[config.mk]
export PLATFORM = sky130hd
export DESIGN_NAME = signed_acc_flat
export DESIGN_NICKNAME = d
export VERILOG_FILES = /design/src/rtl/signed_acc_if.sv /design/src/rtl/signed_acc.sv /design/src/flat_wrapper.sv
export SDC_FILE = /design/constraint.sdc
export NUM_CORES = 1
export LEC_CHECK = 0
export ABC_AREA = 1
export CAP_MARGIN = 40
export CORE_ASPECT_RATIO = 0.9
export CORE_MARGIN = 2
export CORE_UTILIZATION = 38
export CTS_BUF_LIST = sky130_fd_sc_hd__clkbuf_8
export CTS_CLUSTER_SIZE = 16
export DETAILED_ROUTE_END_ITERATION = 16
export GPL_TIMING_DRIVEN = 0
export PLACE_DENSITY = 0.66
export SKIP_LAST_GASP = 1
export SLEW_MARGIN = 0
export SYNTH_ARGS = -nofsm -noshare
export SYNTH_HDL_FRONTEND = slang
export SYNTH_SLANG_ARGS = --single-unit
[constraint.sdc]
create_clock -name clk -period 2.95 [get_ports clk]
set_input_delay 0.295 -clock clk [delete_from_list [all_inputs] [get_ports clk]]
set_output_delay 0.295 -clock clk [all_outputs]
set_load 0.01 [all_outputs]
[src/rtl/signed_acc_if.sv]
// Sample stream into signed_acc and the completed frame sums coming back out.
// The master drives samples and framing controls; the slave (the accumulator) returns sums.
interface signed_acc_if #(
  parameter int DIN_WIDTH    = 8,
  parameter int ACC_LEN_BITS = 4
);
  localparam int DOUT_WIDTH = DIN_WIDTH + ACC_LEN_BITS;

  logic [DIN_WIDTH-1:0]    din;
  logic                    din_valid;
  logic [ACC_LEN_BITS-1:0] acc_len;
  logic                    sync;
  logic [DOUT_WIDTH-1:0]   dout;
  logic                    dout_valid;

  modport master (
    output din, din_valid, acc_len, sync,
    input  dout, dout_valid
  );

  modport slave (
    input  din, din_valid, acc_len, sync,
    output dout, dout_valid
  );
endinterface

[src/rtl/signed_acc.sv]
// Frame accumulator: sums acc_len signed samples (0 means 2**ACC_LEN_BITS) at full
// growth and pulses dout_valid once per completed frame; sync abandons a partial frame.
module signed_acc #(
  parameter int DIN_WIDTH    = 8,
  parameter int DIN_POINT    = 4,
  parameter int ACC_LEN_BITS = 4
) (
  input logic         clk,
  input logic         rst,
  signed_acc_if.slave bus
);
  localparam int DOUT_WIDTH = DIN_WIDTH + ACC_LEN_BITS;

  // The output keeps the input binary point, so it must fit inside the sample.
  if (DIN_POINT < 0 || DIN_POINT > DIN_WIDTH) begin : g_point_check
    $error("signed_acc: DIN_POINT must lie within 0..DIN_WIDTH");
  end

  logic [DOUT_WIDTH-1:0]   acc        = '0;
  logic [ACC_LEN_BITS-1:0] cnt        = '0;
  logic [ACC_LEN_BITS-1:0] len_reg    = '0;
  logic [DOUT_WIDTH-1:0]   dout_r     = '0;
  logic                    dout_valid_r = 1'b0;

  logic                    frame_start;
  logic [ACC_LEN_BITS-1:0] cur_cnt;
  logic [ACC_LEN_BITS-1:0] cur_len;
  logic [ACC_LEN_BITS-1:0] last_idx;
  logic [DOUT_WIDTH-1:0]   din_ext;
  logic [DOUT_WIDTH-1:0]   base;
  logic [DOUT_WIDTH-1:0]   sum;
  logic                    frame_done;

  // A sample taken at cnt==0 or alongside sync opens a frame with the live acc_len.
  // len-1 wraps 0 to all ones, which is exactly the last index of a 2**N frame.
  always_comb begin
    frame_start = 1'b0;
    cur_cnt     = cnt;
    cur_len     = len_reg;
    base        = acc;
    frame_start = bus.sync || (cnt == '0);
    if (frame_start) begin
      cur_cnt = '0;
      cur_len = bus.acc_len;
      base    = '0;
    end
    last_idx   = cur_len - ACC_LEN_BITS'(1);
    din_ext    = {{ACC_LEN_BITS{bus.din[DIN_WIDTH-1]}}, bus.din};
    sum        = base + din_ext;
    frame_done = (cur_cnt == last_idx);
  end

  always_ff @(posedge clk) begin
    if (rst) begin
      acc          <= '0;
      cnt          <= '0;
      len_reg      <= '0;
      dout_r       <= '0;
      dout_valid_r <= 1'b0;
    end else begin
      dout_valid_r <= 1'b0;
      if (bus.din_valid) begin
        if (frame_start) begin
          len_reg <= bus.acc_len;
        end
        if (frame_done) begin
          dout_r       <= sum;
          dout_valid_r <= 1'b1;
          acc          <= '0;
          cnt          <= '0;
        end else begin
          acc <= sum;
          cnt <= cur_cnt + ACC_LEN_BITS'(1);
        end
      end else if (bus.sync) begin
        acc <= '0;
        cnt <= '0;
      end
    end
  end

  assign bus.dout       = dout_r;
  assign bus.dout_valid = dout_valid_r;

endmodule

[src/flat_wrapper.sv]
// flat-port wrapper written by rule: the top's interface ports become plain ports
module signed_acc_flat 
#(
  parameter int DIN_WIDTH    = 8,
  parameter int DIN_POINT    = 4,
  parameter int ACC_LEN_BITS = 4
)
  (clk, rst, bus_din, bus_din_valid, bus_acc_len, bus_sync, bus_dout, bus_dout_valid);
  signed_acc_if #(.DIN_WIDTH(DIN_WIDTH), .ACC_LEN_BITS(ACC_LEN_BITS)) bus_i ();
  input logic clk;
  input logic rst;
  input wire logic [$bits(bus_i.din)-1:0] bus_din;
  input wire logic [$bits(bus_i.din_valid)-1:0] bus_din_valid;
  input wire logic [$bits(bus_i.acc_len)-1:0] bus_acc_len;
  input wire logic [$bits(bus_i.sync)-1:0] bus_sync;
  output wire logic [$bits(bus_i.dout)-1:0] bus_dout;
  output wire logic [$bits(bus_i.dout_valid)-1:0] bus_dout_valid;
  assign bus_i.din = bus_din;
  assign bus_i.din_valid = bus_din_valid;
  assign bus_i.acc_len = bus_acc_len;
  assign bus_i.sync = bus_sync;
  assign bus_dout = bus_i.dout;
  assign bus_dout_valid = bus_i.dout_valid;
  signed_acc #(.DIN_WIDTH(DIN_WIDTH), .DIN_POINT(DIN_POINT), .ACC_LEN_BITS(ACC_LEN_BITS)) u_core (.clk(clk), .rst(rst), .bus(bus_i));
endmodule
==> impl_metrics.env, run 1 <==
export IMPL_run_status="finished, final reports clean"
export IMPL_fin_util=0.483
export IMPL_power_leakage_nw=1.41
export IMPL_tritoncts_clock_tree="yes"
export IMPL_route_antenna_remaining_nets=0
export IMPL_detail_route_wl_per_cell_um=11.2
export IMPL_slowest_stage="sky130_fd_sc_hd__clkdlybuf4s50_1"
export IMPL_hold_path_endpoint="u_core.acc[4]"
export IMPL_cp_common_cell="sky130_fd_sc_hd__nand2_1"
export IMPL_finalWirelength_um=5260
export IMPL_max_stage_delay_ns=0.44
export IMPL_syn_area_um2=2300
export IMPL_timing_fmax_mhz=385
export IMPL_slew_headroom=0.635
export IMPL_worst_setup_hold_path_clk_slew_ns=0.07
export IMPL_cp_cell_sequence="clkdlybuf4s50_1, inv_1, nand2_4, nor2_1, ha_1, inv_1, fa_1, inv_1, nand4_1, nand3_1, nand2_1, nand2_1, nand2_1, nand2_1, nand3_1, a21oi_1"
export IMPL_arrival_ns=2.82
export IMPL_reg2reg_slack_ns=0.37
export IMPL_irDropWorstVdd_mv=0.236
export IMPL_startpoint_of_the_worst_hold_path="u_core.acc[4]"
export IMPL_cts_root_buf="sky130_fd_sc_hd__clkbuf_8"
export IMPL_yosysTopAreaCellShare=0.288
export IMPL_first_global_vias=2005
export IMPL_cp_max_fo=16
export IMPL_timing_critical_path_to_type="flop"
export IMPL_synth_warning_count=0
export IMPL_fin_area_um2=2780
export IMPL_synth_top_area_cell="sky130_fd_sc_hd__dfxtp_1"
export IMPL_std_cell_rows=26
export IMPL_yosys_reg_bits=33
export IMPL_global_route_overflow_total=0
export IMPL_hpwl_um=4000
export IMPL_synth_fp_nets=395
export IMPL_grt_first_pass_wirelength_um=9250
export IMPL_finalWorstPathRequiredPeriod_ns=2.60
export IMPL_clock_path_buffers=2
export IMPL_dieWidth_um=86.0
export IMPL_fillerInstances=595
export IMPL_post_cts_setup_repair_bufs=0
export IMPL_clk_latency_ns=0.29
export IMPL_timing_hold_worst_class="flop to flop"
export IMPL_groute_usage_overall=0.171
export IMPL_post_synth_top_count_cell="sky130_fd_sc_hd__nand2_1"
export IMPL_globalplace_congestion=0.876
export IMPL_i_o_pins=29
export IMPL_rsz0062_at_grt="false"
export IMPL_finalClockSkew_ns=0.00562
export IMPL_finalNetCount=429
export IMPL_critPathLaunchType="input port"
export IMPL_worstHoldPathCells=2
export IMPL_path_depth=16
export IMPL_final_setup_viol_count=0
export IMPL_synth_edff_count=0
export IMPL_die_height_um=77.8
export IMPL_post_layout_nonfiller_instances=470
export IMPL_cts_repair_resize_count=0
export IMPL_netlist_top_cells_area="sky130_fd_sc_hd__dfxtp_1, sky130_fd_sc_hd__nand2_1, sky130_fd_sc_hd__inv_1"
export IMPL_worst_r2r_cell_count=16
export IMPL_detailed_place_area_um2=2670
export IMPL_buffer_ports_inserted=28
export IMPL_critical_path_reg2reg_startpoint="u_core.cnt[2]"
export IMPL_cts_max_level=2
export IMPL_floorplan_initialDensity=0.399
export IMPL_critPathBufInv=4
export IMPL_worst_hold_margin_ns=0.469
export IMPL_via_count=2227
export IMPL_design_core_area_um2=5760
export IMPL_critPathKind="input port to flop"
export IMPL_cts_hold_buf=0
export IMPL_number_of_antenna_violations_at_the_first_check_in_global_routing=0
export IMPL_area_added_between_synthesis_and_finish_pct=21.1
export IMPL_report_final_hold_viol_count=0
export IMPL_drive_gt1_frac=0.0725
export IMPL_slew_at_the_pin_closest_to_its_max_slew_limit_ns=0.547
export IMPL_crit_start="bus_sync"
export IMPL_maximum_capacitance_violations=0
export IMPL_grt_start_max_net_pins=11
export IMPL_clock_sinks=33
export IMPL_final_max_slew_viols=0
export IMPL_synth_top_cells_by_count="sky130_fd_sc_hd__nand2_1, sky130_fd_sc_hd__inv_1, sky130_fd_sc_hd__nor2_1"
export IMPL_netlist_cell_type_count=29
export IMPL_critical_path_reg2reg_endpoint="u_core.acc[10]"
export IMPL_synthArstFlopShare=0
export IMPL_predominant_post_synthesis_flop_cell="sky130_fd_sc_hd__dfxtp_1"
export IMPL_fp_dieArea_um2=6680
export IMPL_synthesis_instances=365
export IMPL_drcViolationCount=0
export IMPL_placed_cell_count=463
export IMPL_design_power_total_mw=1.17
export IMPL_critical_path_top_delay_family="simple AND/OR/NAND/NOR gates"
export IMPL_antenna_cells_inserted=0
export IMPL_crit_required_ns=3.17
export IMPL_routed_via_density=4.74
export IMPL_timing_final_crit_share=0.880
export IMPL_detailedRoute_firstPassIterationCount=4
export IMPL_seq_area_frac_synth=0.288
export IMPL_drt_iter0_markers=113
export IMPL_cts_made_buffers=5
export IMPL_power_density_nw_per_um2=420
export IMPL_syn_mean_instance_area_um2=6.29
==> metrics by stage <==
stage | setup TNS, ns | setup slack [ns]
after floorplan | 0 | 0.646
after global placement | -1.04 | -0.176
after detailed placement | -1.04 | -0.226
after CTS | 0 | 0.0810
after global routing | 0 | 0.0740
final | 0 | 0.354
==> power by group <==
group	leakage, nW	internal [mW]	switching, mW
clock network	0.0626	0.272	0.181
registers	0.270	0.469	0.0129
logic	1.07	0.0945	0.139
total	1.41	0.836	0.332
==> layout by cell type, fill, tap and decap left out <==
cell type / count
sky130_fd_sc_hd__nand4_1: 4
sky130_fd_sc_hd__nor2_1: 42
sky130_fd_sc_hd__clkbuf_8: 6
sky130_fd_sc_hd__nor2_4: 1
sky130_fd_sc_hd__nor2_2: 1
sky130_fd_sc_hd__nand3b_2: 1
sky130_fd_sc_hd__xor2_1: 7
sky130_fd_sc_hd__nand3_4: 1
sky130_fd_sc_hd__nor2b_1: 1
sky130_fd_sc_hd__dfxtp_1: 33
sky130_fd_sc_hd__buf_4: 1
sky130_fd_sc_hd__clkbuf_1: 5
sky130_fd_sc_hd__o21bai_1: 3
sky130_fd_sc_hd__nand2_1: 95
sky130_fd_sc_hd__o211ai_1: 1
sky130_fd_sc_hd__buf_6: 2
sky130_fd_sc_hd__bufinv_16: 1
sky130_fd_sc_hd__inv_1: 67
sky130_fd_sc_hd__nand3_1: 33
sky130_fd_sc_hd__buf_2: 3
sky130_fd_sc_hd__clkdlybuf4s50_1: 28
sky130_fd_sc_hd__nand2_4: 2
sky130_fd_sc_hd__nor3_1: 1
sky130_fd_sc_hd__o21ai_0: 9
sky130_fd_sc_hd__nand2_2: 4
sky130_fd_sc_hd__nand3_2: 4
sky130_fd_sc_hd__inv_2: 2
sky130_fd_sc_hd__fa_1: 1
sky130_fd_sc_hd__a21oi_1: 24
sky130_fd_sc_hd__xnor2_1: 2
sky130_fd_sc_hd__ha_1: 13
sky130_fd_sc_hd__a31oi_1: 2
==> worst register-to-register path, cell delays in order, from the launching register on <==
cell and delay, ns:
sky130_fd_sc_hd__dfxtp_1 0.41, sky130_fd_sc_hd__nor2_1 0.07, sky130_fd_sc_hd__nand2_2 0.13, sky130_fd_sc_hd__nand2_4 0.15
sky130_fd_sc_hd__nor2_1 0.13, sky130_fd_sc_hd__ha_1 0.23, sky130_fd_sc_hd__inv_1 0.09, sky130_fd_sc_hd__fa_1 0.40
sky130_fd_sc_hd__inv_1 0.10, sky130_fd_sc_hd__nand4_1 0.10, sky130_fd_sc_hd__nand3_1 0.17, sky130_fd_sc_hd__nand2_1 0.10
sky130_fd_sc_hd__nand2_1 0.07, sky130_fd_sc_hd__nand2_1 0.05, sky130_fd_sc_hd__nand2_1 0.10, sky130_fd_sc_hd__nand3_1 0.09
sky130_fd_sc_hd__a21oi_1 0.14
==> cell type report <==
cell class,count,area [um^2],share of cell area
repair buffers,28,280,0.101
inverters,68,255,0.0917
multi-input cells,252,1320,0.474
flip-flops and latches,33,661,0.237
clock inverters,2,33.8,0.0121
clock buffers,6,82.6,0.0297
well taps,70,87.6,0.0315
plain buffers,11,63.8,0.0229
==> layer usage <==
metal | vias to the layer above | routed length [um] | global-route usage
li1 | 1200 | - | -
met1 | 976 | 2590 | 0.238
met2 | 44 | 2380 | 0.266
met3 | 7 | 204 | 0.0287
met4 | 0 | 87 | 0.0603
met5 | - | 0 | 0
==> logic make-up after synthesis <==
| group | share of synthesized area |
|---|---|
| simple gates | 0.368 |
| buf+inv | 0.141 |
| compound gates | 0.0904 |
| flops | 0.288 |
| fa+ha+maj | 0.0795 |
| xor+xnor | 0.0343 |
==> worst max path at each step <==
stage | end
final | u_core.acc[10]
after global routing | u_core.acc[10]
after CTS | u_core.acc[10]
after detailed placement | u_core.acc[10]
after global placement | u_core.acc[10]
after floorplan | u_core.acc[10]
Note: power is estimated with default switching activity, not from simulation.
==> inputs of run 2 (changes only) <==
Settings changed: CORE_UTILIZATION 38 to 58, PLACE_DENSITY 0.66 to 0.91.
==> run 2 against run 1 <==
Compared with the run above: sequential power is essentially flat; via count increased by 2.4%; die area decreased by 33%; critical path depth unchanged; routed wire length is 3.1% lower; final cell count shrank 5.3%; combinational power is essentially flat; first-iteration DRC count grew 89%; hold slack about the same; sequential cell count did not move; clock skew is essentially flat; critical path type is now flop to flop; largest cell class unchanged.
==> impl_metrics.env, run 2 (synthesized netlist as in run 1, its figures left out) <==
export IMPL_cp_cell_sequence="nor2_1, nand2_2, nand2_2, nor2_1, ha_1, inv_1, fa_1, inv_1, nand4_1, nand3_1, nand2_1, nand2_1, nand2_1, nand2_1, nand3_1, a21oi_1"
export IMPL_drive_gt1_frac=0.0727
export IMPL_critical_path_top_delay_family="simple AND/OR/NAND/NOR gates"
export IMPL_globalplace_congestion=0.848
export IMPL_detailedRoute_firstPassIterationCount=4
export IMPL_run_status="finished, final reports clean"
export IMPL_critPathBufInv=2
export IMPL_groute_usage_overall=0.255
export IMPL_timing_fmax_mhz=377
export IMPL_grt_start_max_net_pins=11
export IMPL_finalClockSkew_ns=0.00527
export IMPL_fillerInstances=294
export IMPL_i_o_pins=29
export IMPL_route_antenna_remaining_nets=0
export IMPL_p_seq_frac=0.453
export IMPL_critPathLaunchType="flop"
export IMPL_rsz0062_at_grt="false"
export IMPL_slowest_stage="sky130_fd_sc_hd__dfxtp_1"
export IMPL_cts_hold_buf=0
export IMPL_post_cts_setup_repair_bufs=0
export IMPL_drcViolationCount=0
export IMPL_cts_repair_resize_count=0
export IMPL_placed_cell_count=439
export IMPL_finalWirelength_um=5100
export IMPL_report_final_hold_viol_count=0
export IMPL_design_core_area_um2=3760
export IMPL_hpwl_um=3840
export IMPL_design_power_total_mw=1.07
export IMPL_power_report_internal_total_mw=0.748
export IMPL_timing_hold_worst_class="flop to flop"
export IMPL_clock_sinks=33
export IMPL_detail_route_wl_per_cell_um=11.5
export IMPL_via_count=2280
export IMPL_layout_common_cells="sky130_fd_sc_hd__nand2_1, sky130_fd_sc_hd__inv_1, sky130_fd_sc_hd__nor2_1"
export IMPL_multi_input_comb_area_um2=1310
export IMPL_timing_critical_path_to_type="flop"
export IMPL_totalNegativeSetupSlack_ns=0
export IMPL_mostFrequentLayoutCell="sky130_fd_sc_hd__nand2_1"
export IMPL_buffer_ports_inserted=28
export IMPL_power_density_nw_per_um2=392
export IMPL_drt_iter0_markers=214
export IMPL_slew_at_the_pin_closest_to_its_max_slew_limit_ns=0.530
export IMPL_regArea_um2=661
export IMPL_finalWorstPathRequiredPeriod_ns=2.65
export IMPL_area_added_between_synthesis_and_finish_pct=18.5
export IMPL_crit_required_ns=3.17
export IMPL_pwr_share_comb=0.218
export IMPL_clock_path_buffers=2
export IMPL_total_switching_power_mw=0.320
export IMPL_cp_common_cell="sky130_fd_sc_hd__nand2_1"
export IMPL_clk_latency_ns=0.29
export IMPL_cts_root_buf="sky130_fd_sc_hd__clkbuf_8"
export IMPL_worst_setup_hold_path_clk_slew_ns=0.07
export IMPL_netSwitchingFraction=0.299
export IMPL_dieWidth_um=70.3
export IMPL_antenna_cells_inserted=0
export IMPL_cp_max_fo=16
export IMPL_global_route_overflow_total=0
export IMPL_post_layout_nonfiller_instances=445
export IMPL_cts_max_level=2
export IMPL_arrival_ns=2.87
export IMPL_power_leakage_nw=1.38
export IMPL_critPathKind="flop to flop"
export IMPL_fp_dieArea_um2=4480
export IMPL_std_cell_rows=21
export IMPL_floorplan_initialDensity=0.611
export IMPL_tritoncts_clock_tree="yes"
export IMPL_detailed_place_area_um2=2640
export IMPL_final_setup_viol_count=0
export IMPL_finalNetCount=429
export IMPL_die_height_um=63.7
export IMPL_slew_headroom=0.645
export IMPL_irDropWorstVdd_mv=0.254
export IMPL_maximum_capacitance_violations=0
export IMPL_cts_made_buffers=5
export IMPL_max_stage_delay_ns=0.42
export IMPL_clock_power_share=0.329
export IMPL_routed_via_density=5.12
export IMPL_first_global_vias=2178
export IMPL_grt_first_pass_wirelength_um=9210
export IMPL_final_max_slew_viols=0
export IMPL_number_of_antenna_violations_at_the_first_check_in_global_routing=0
export IMPL_timing_final_crit_share=0.898
export IMPL_fin_area_um2=2720
## run 2: cell types whose count changed in the layout (fill, tap and decap cells not counted)
| cell | delta |
|---|---|
| sky130_fd_sc_hd__nand2_4 | -1 |
| sky130_fd_sc_hd__inv_1 | -1 |
| sky130_fd_sc_hd__clkinvlp_4 | +1 |
| sky130_fd_sc_hd__nand2_2 | +1 |
| sky130_fd_sc_hd__bufinv_16 | -1 |
## run 2: per-layer routing
| layer | vias to the layer above | global-route usage | share of wire |
|---|---|---|---|
| li1 | 1193 | - | - |
| met1 | 1016 | 0.318 | 0.46 |
| met2 | 62 | 0.435 | 0.47 |
| met3 | 9 | 0.0528 | 0.053 |
| met4 | 0 | 0.0865 | 0.015 |
| met5 | - | 0 | 0 |
## run 2: tightest hold or removal path, stage by stage, from the launching register on
cell and delay [ns]:
sky130_fd_sc_hd__dfxtp_1 0.31, sky130_fd_sc_hd__nand2_1 0.06, sky130_fd_sc_hd__a21oi_1 0.06
## run 2: worst paths after layout
path,cells past startpoint,slack (ns),from,to
setup reg to reg,16,0.30,u_core.cnt[2],u_core.acc[8]
hold reg to reg,2,0.47,u_core.acc[0],u_core.acc[0]
hold / removal,2,0.47,u_core.acc[0],u_core.acc[0]
setup / recovery,16,0.30,u_core.cnt[2],u_core.acc[8]
## run 2: layout make-up
| type | instances | share of cell area |
|---|---|---|
| well taps | 46 | 0.0211 |
| clock buffers | 6 | 0.0303 |
| clock inverters | 1 | 0.00276 |
| repair buffers | 28 | 0.103 |
| flip-flops and latches | 33 | 0.243 |
| plain buffers | 11 | 0.0234 |
| inverters | 68 | 0.0938 |
| multi-input cells | 252 | 0.483 |
## run 2: power by group through the flow
stage,Clock [mW],Combinational [mW],Sequential [mW]
CTS,0.354,0.233,0.483
floorplan,0,0.154,0.494
global placement,0,0.224,0.491
finish,0.351,0.233,0.483
global route,0.376,0.263,0.486
detailed placement,0,0.230,0.492
## run 2: stage by stage
step	setup WS (ns)	utilization	hold slack, ns
floorplan	0.646	-	0.374
global placement	-0.0774	0.701	0.452
detailed placement	-0.0892	0.701	0.456
CTS	0.165	0.725	0.468
global route	0.0422	0.724	0.494
finish	0.300	0.724	0.469
==> inputs of run 3 (changes only) <==
Settings changed: PLACE_DENSITY 0.91 to not set, PLACE_DENSITY_LB_ADDON set to 0.15.
==> run 3 against run 2 <==
Compared with the run above: sequential power is essentially flat; sequential cell count unchanged; maximum frequency grew 1.1%; hold slack hardly changed; final area grew 1.1%; routed wire length grew 1.9%; non-clock buffer count did not move; largest cell class unchanged.
==> impl_metrics.env, run 3 (synthesized netlist as in run 1, its figures left out) <==
export IMPL_timing_final_crit_share=0.888
export IMPL_critical_path_reg2reg_startpoint="u_core.cnt[2]"
export IMPL_std_cell_rows=21
export IMPL_clock_sinks=33
export IMPL_rsz0062_at_grt="false"
export IMPL_i_o_pins=29
export IMPL_arrival_ns=2.84
export IMPL_first_global_vias=2057
export IMPL_area_added_between_synthesis_and_finish_pct=19.8
export IMPL_run_status="finished, final reports clean"
export IMPL_cts_made_buffers=5
export IMPL_timing_hold_worst_class="flop to flop"
export IMPL_drt_iter0_markers=163
export IMPL_finalClockSkew_ns=0.00440
export IMPL_mostFrequentLayoutCell="sky130_fd_sc_hd__nand2_1"
export IMPL_floorplan_initialDensity=0.611
export IMPL_route_antenna_remaining_nets=0
export IMPL_design_core_area_um2=3760
export IMPL_routed_via_density=5.12
export IMPL_detailedRoute_firstPassIterationCount=4
export IMPL_dieWidth_um=70.3
export IMPL_slew_headroom=0.637
export IMPL_timing_critical_path_to_type="flop"
export IMPL_finalWorstPathRequiredPeriod_ns=2.62
export IMPL_die_height_um=63.7
export IMPL_grt_start_max_net_pins=11
export IMPL_pre_cts_slack_ns=-0.159
export IMPL_drcViolationCount=0
export IMPL_grt_first_pass_wirelength_um=8890
export IMPL_drive_gt1_frac=0.0725
export IMPL_fin_area_um2=2750
export IMPL_clk_latency_ns=0.29
export IMPL_irDropWorstVdd_mv=0.334
export IMPL_buffer_ports_inserted=28
export IMPL_worstHoldPathCells=2
export IMPL_critical_path_reg2reg_endpoint="u_core.acc[10]"
export IMPL_number_of_antenna_violations_at_the_first_check_in_global_routing=0
export IMPL_startpoint_of_the_worst_hold_path="u_core.acc[8]"
export IMPL_detailed_place_area_um2=2640
export IMPL_hpwl_um=3880
export IMPL_maximum_capacitance_violations=0
export IMPL_crit_required_ns=3.17
export IMPL_globalplace_congestion=0.836
export IMPL_worst_r2r_cell_count=16
export IMPL_worst_hold_margin_ns=0.470
export IMPL_worst_setup_hold_path_clk_slew_ns=0.06
export IMPL_timing_fmax_mhz=382
export IMPL_groute_usage_overall=0.249
export IMPL_fp_dieArea_um2=4480
export IMPL_finalNetCount=429
export IMPL_power_leakage_nw=1.41
export IMPL_slew_at_the_pin_closest_to_its_max_slew_limit_ns=0.543
export IMPL_post_cts_setup_repair_bufs=0
export IMPL_cts_max_level=2
export IMPL_antenna_cells_inserted=0
export IMPL_fillerInstances=326
export IMPL_final_max_slew_viols=0
export IMPL_clock_path_buffers=2
export IMPL_power_density_nw_per_um2=421
export IMPL_cts_root_buf="sky130_fd_sc_hd__clkbuf_8"
export IMPL_via_count=2282
export IMPL_reg2reg_slack_ns=0.35
export IMPL_totalNegativeSetupSlack_ns=0
export IMPL_report_final_hold_viol_count=0
export IMPL_detail_route_wl_per_cell_um=11.7
export IMPL_critPathKind="input port to flop"
export IMPL_tritoncts_clock_tree="yes"
export IMPL_global_route_overflow_total=0
export IMPL_finalWirelength_um=5200
export IMPL_fin_ws_ns=0.329
export IMPL_layout_common_cells="sky130_fd_sc_hd__nand2_1, sky130_fd_sc_hd__inv_1, sky130_fd_sc_hd__nor2_1"
export IMPL_hold_path_endpoint="u_core.acc[8]"
export IMPL_placed_cell_count=439
export IMPL_post_layout_nonfiller_instances=446
export IMPL_cp_max_fo=16
export IMPL_critPathLaunchType="input port"
export IMPL_final_setup_viol_count=0
-- run 3: through the flow --
step | total power [mW] | utilization
after global placement | 0.719 | 0.701
after global routing | 1.22 | 0.733
final | 1.16 | 0.733
after floorplan | 0.648 | -
after detailed placement | 0.723 | 0.701
after CTS | 1.16 | 0.732
-- run 3: cell type report --
class / instances / area [um^2] / share of cell area
Tap cell: 46 / 57.6 / 0.0209
Multi-Input combinational cell: 252 / 1320 / 0.479
Inverter: 68 / 255 / 0.0927
Clock inverter: 2 / 33.8 / 0.0123
Sequential cell: 33 / 661 / 0.240
Buffer: 11 / 63.8 / 0.0232
Timing Repair Buffer: 28 / 280 / 0.102
Clock buffer: 6 / 82.6 / 0.0300
-- run 3: worst max path at each step --
stage	from	to	slack, ns
global placement	bus_sync	u_core.acc[10]	-0.1
global route	bus_sync	u_core.acc[10]	0.07
CTS	bus_sync	u_core.acc[10]	0.11
detailed placement	bus_sync	u_core.acc[10]	-0.16
floorplan	u_core.cnt[2]	u_core.acc[10]	0.65
finish	bus_sync	u_core.acc[10]	0.33
-- run 3: timing repair --
item / 4_1_cts / 5_1_grt
gates resized for setup: 0 / 1
hold buffers: 0 / 0
setup endpoints to repair: 0 / 9
endpoints found under the hold margin: 0 / 0
-- run 3: critical path, stage by stage --
cell	delay, ns
sky130_fd_sc_hd__clkdlybuf4s50_1	0.44
sky130_fd_sc_hd__inv_1	0.16
sky130_fd_sc_hd__nand2_4	0.16
sky130_fd_sc_hd__nor2_1	0.13
sky130_fd_sc_hd__ha_1	0.23
sky130_fd_sc_hd__inv_1	0.09
sky130_fd_sc_hd__fa_1	0.41
sky130_fd_sc_hd__inv_1	0.10
sky130_fd_sc_hd__nand4_1	0.09
sky130_fd_sc_hd__nand3_1	0.16
sky130_fd_sc_hd__nand2_1	0.10
sky130_fd_sc_hd__nand2_1	0.07
sky130_fd_sc_hd__nand2_1	0.05
sky130_fd_sc_hd__nand2_1	0.12
sky130_fd_sc_hd__nand3_1	0.09
sky130_fd_sc_hd__a21oi_1	0.14
-- run 3: power by group --
group | leakage [nW] | switching, mW | internal, mW | total, mW
sequential | 0.270 | 0.0131 | 0.470 | 0.483
clock | 0.0626 | 0.170 | 0.272 | 0.442
combinational | 1.07 | 0.141 | 0.0945 | 0.236
total | 1.41 | 0.324 | 0.836 | 1.16
-- run 3: routing by layer --
metal	GRT usage	wire, um	up-vias
met4	0.0625	54	0
met5	0	0	-
met3	0.0640	256	6
li1	-	-	1203
met1	0.334	2560	1033
met2	0.401	2330	40
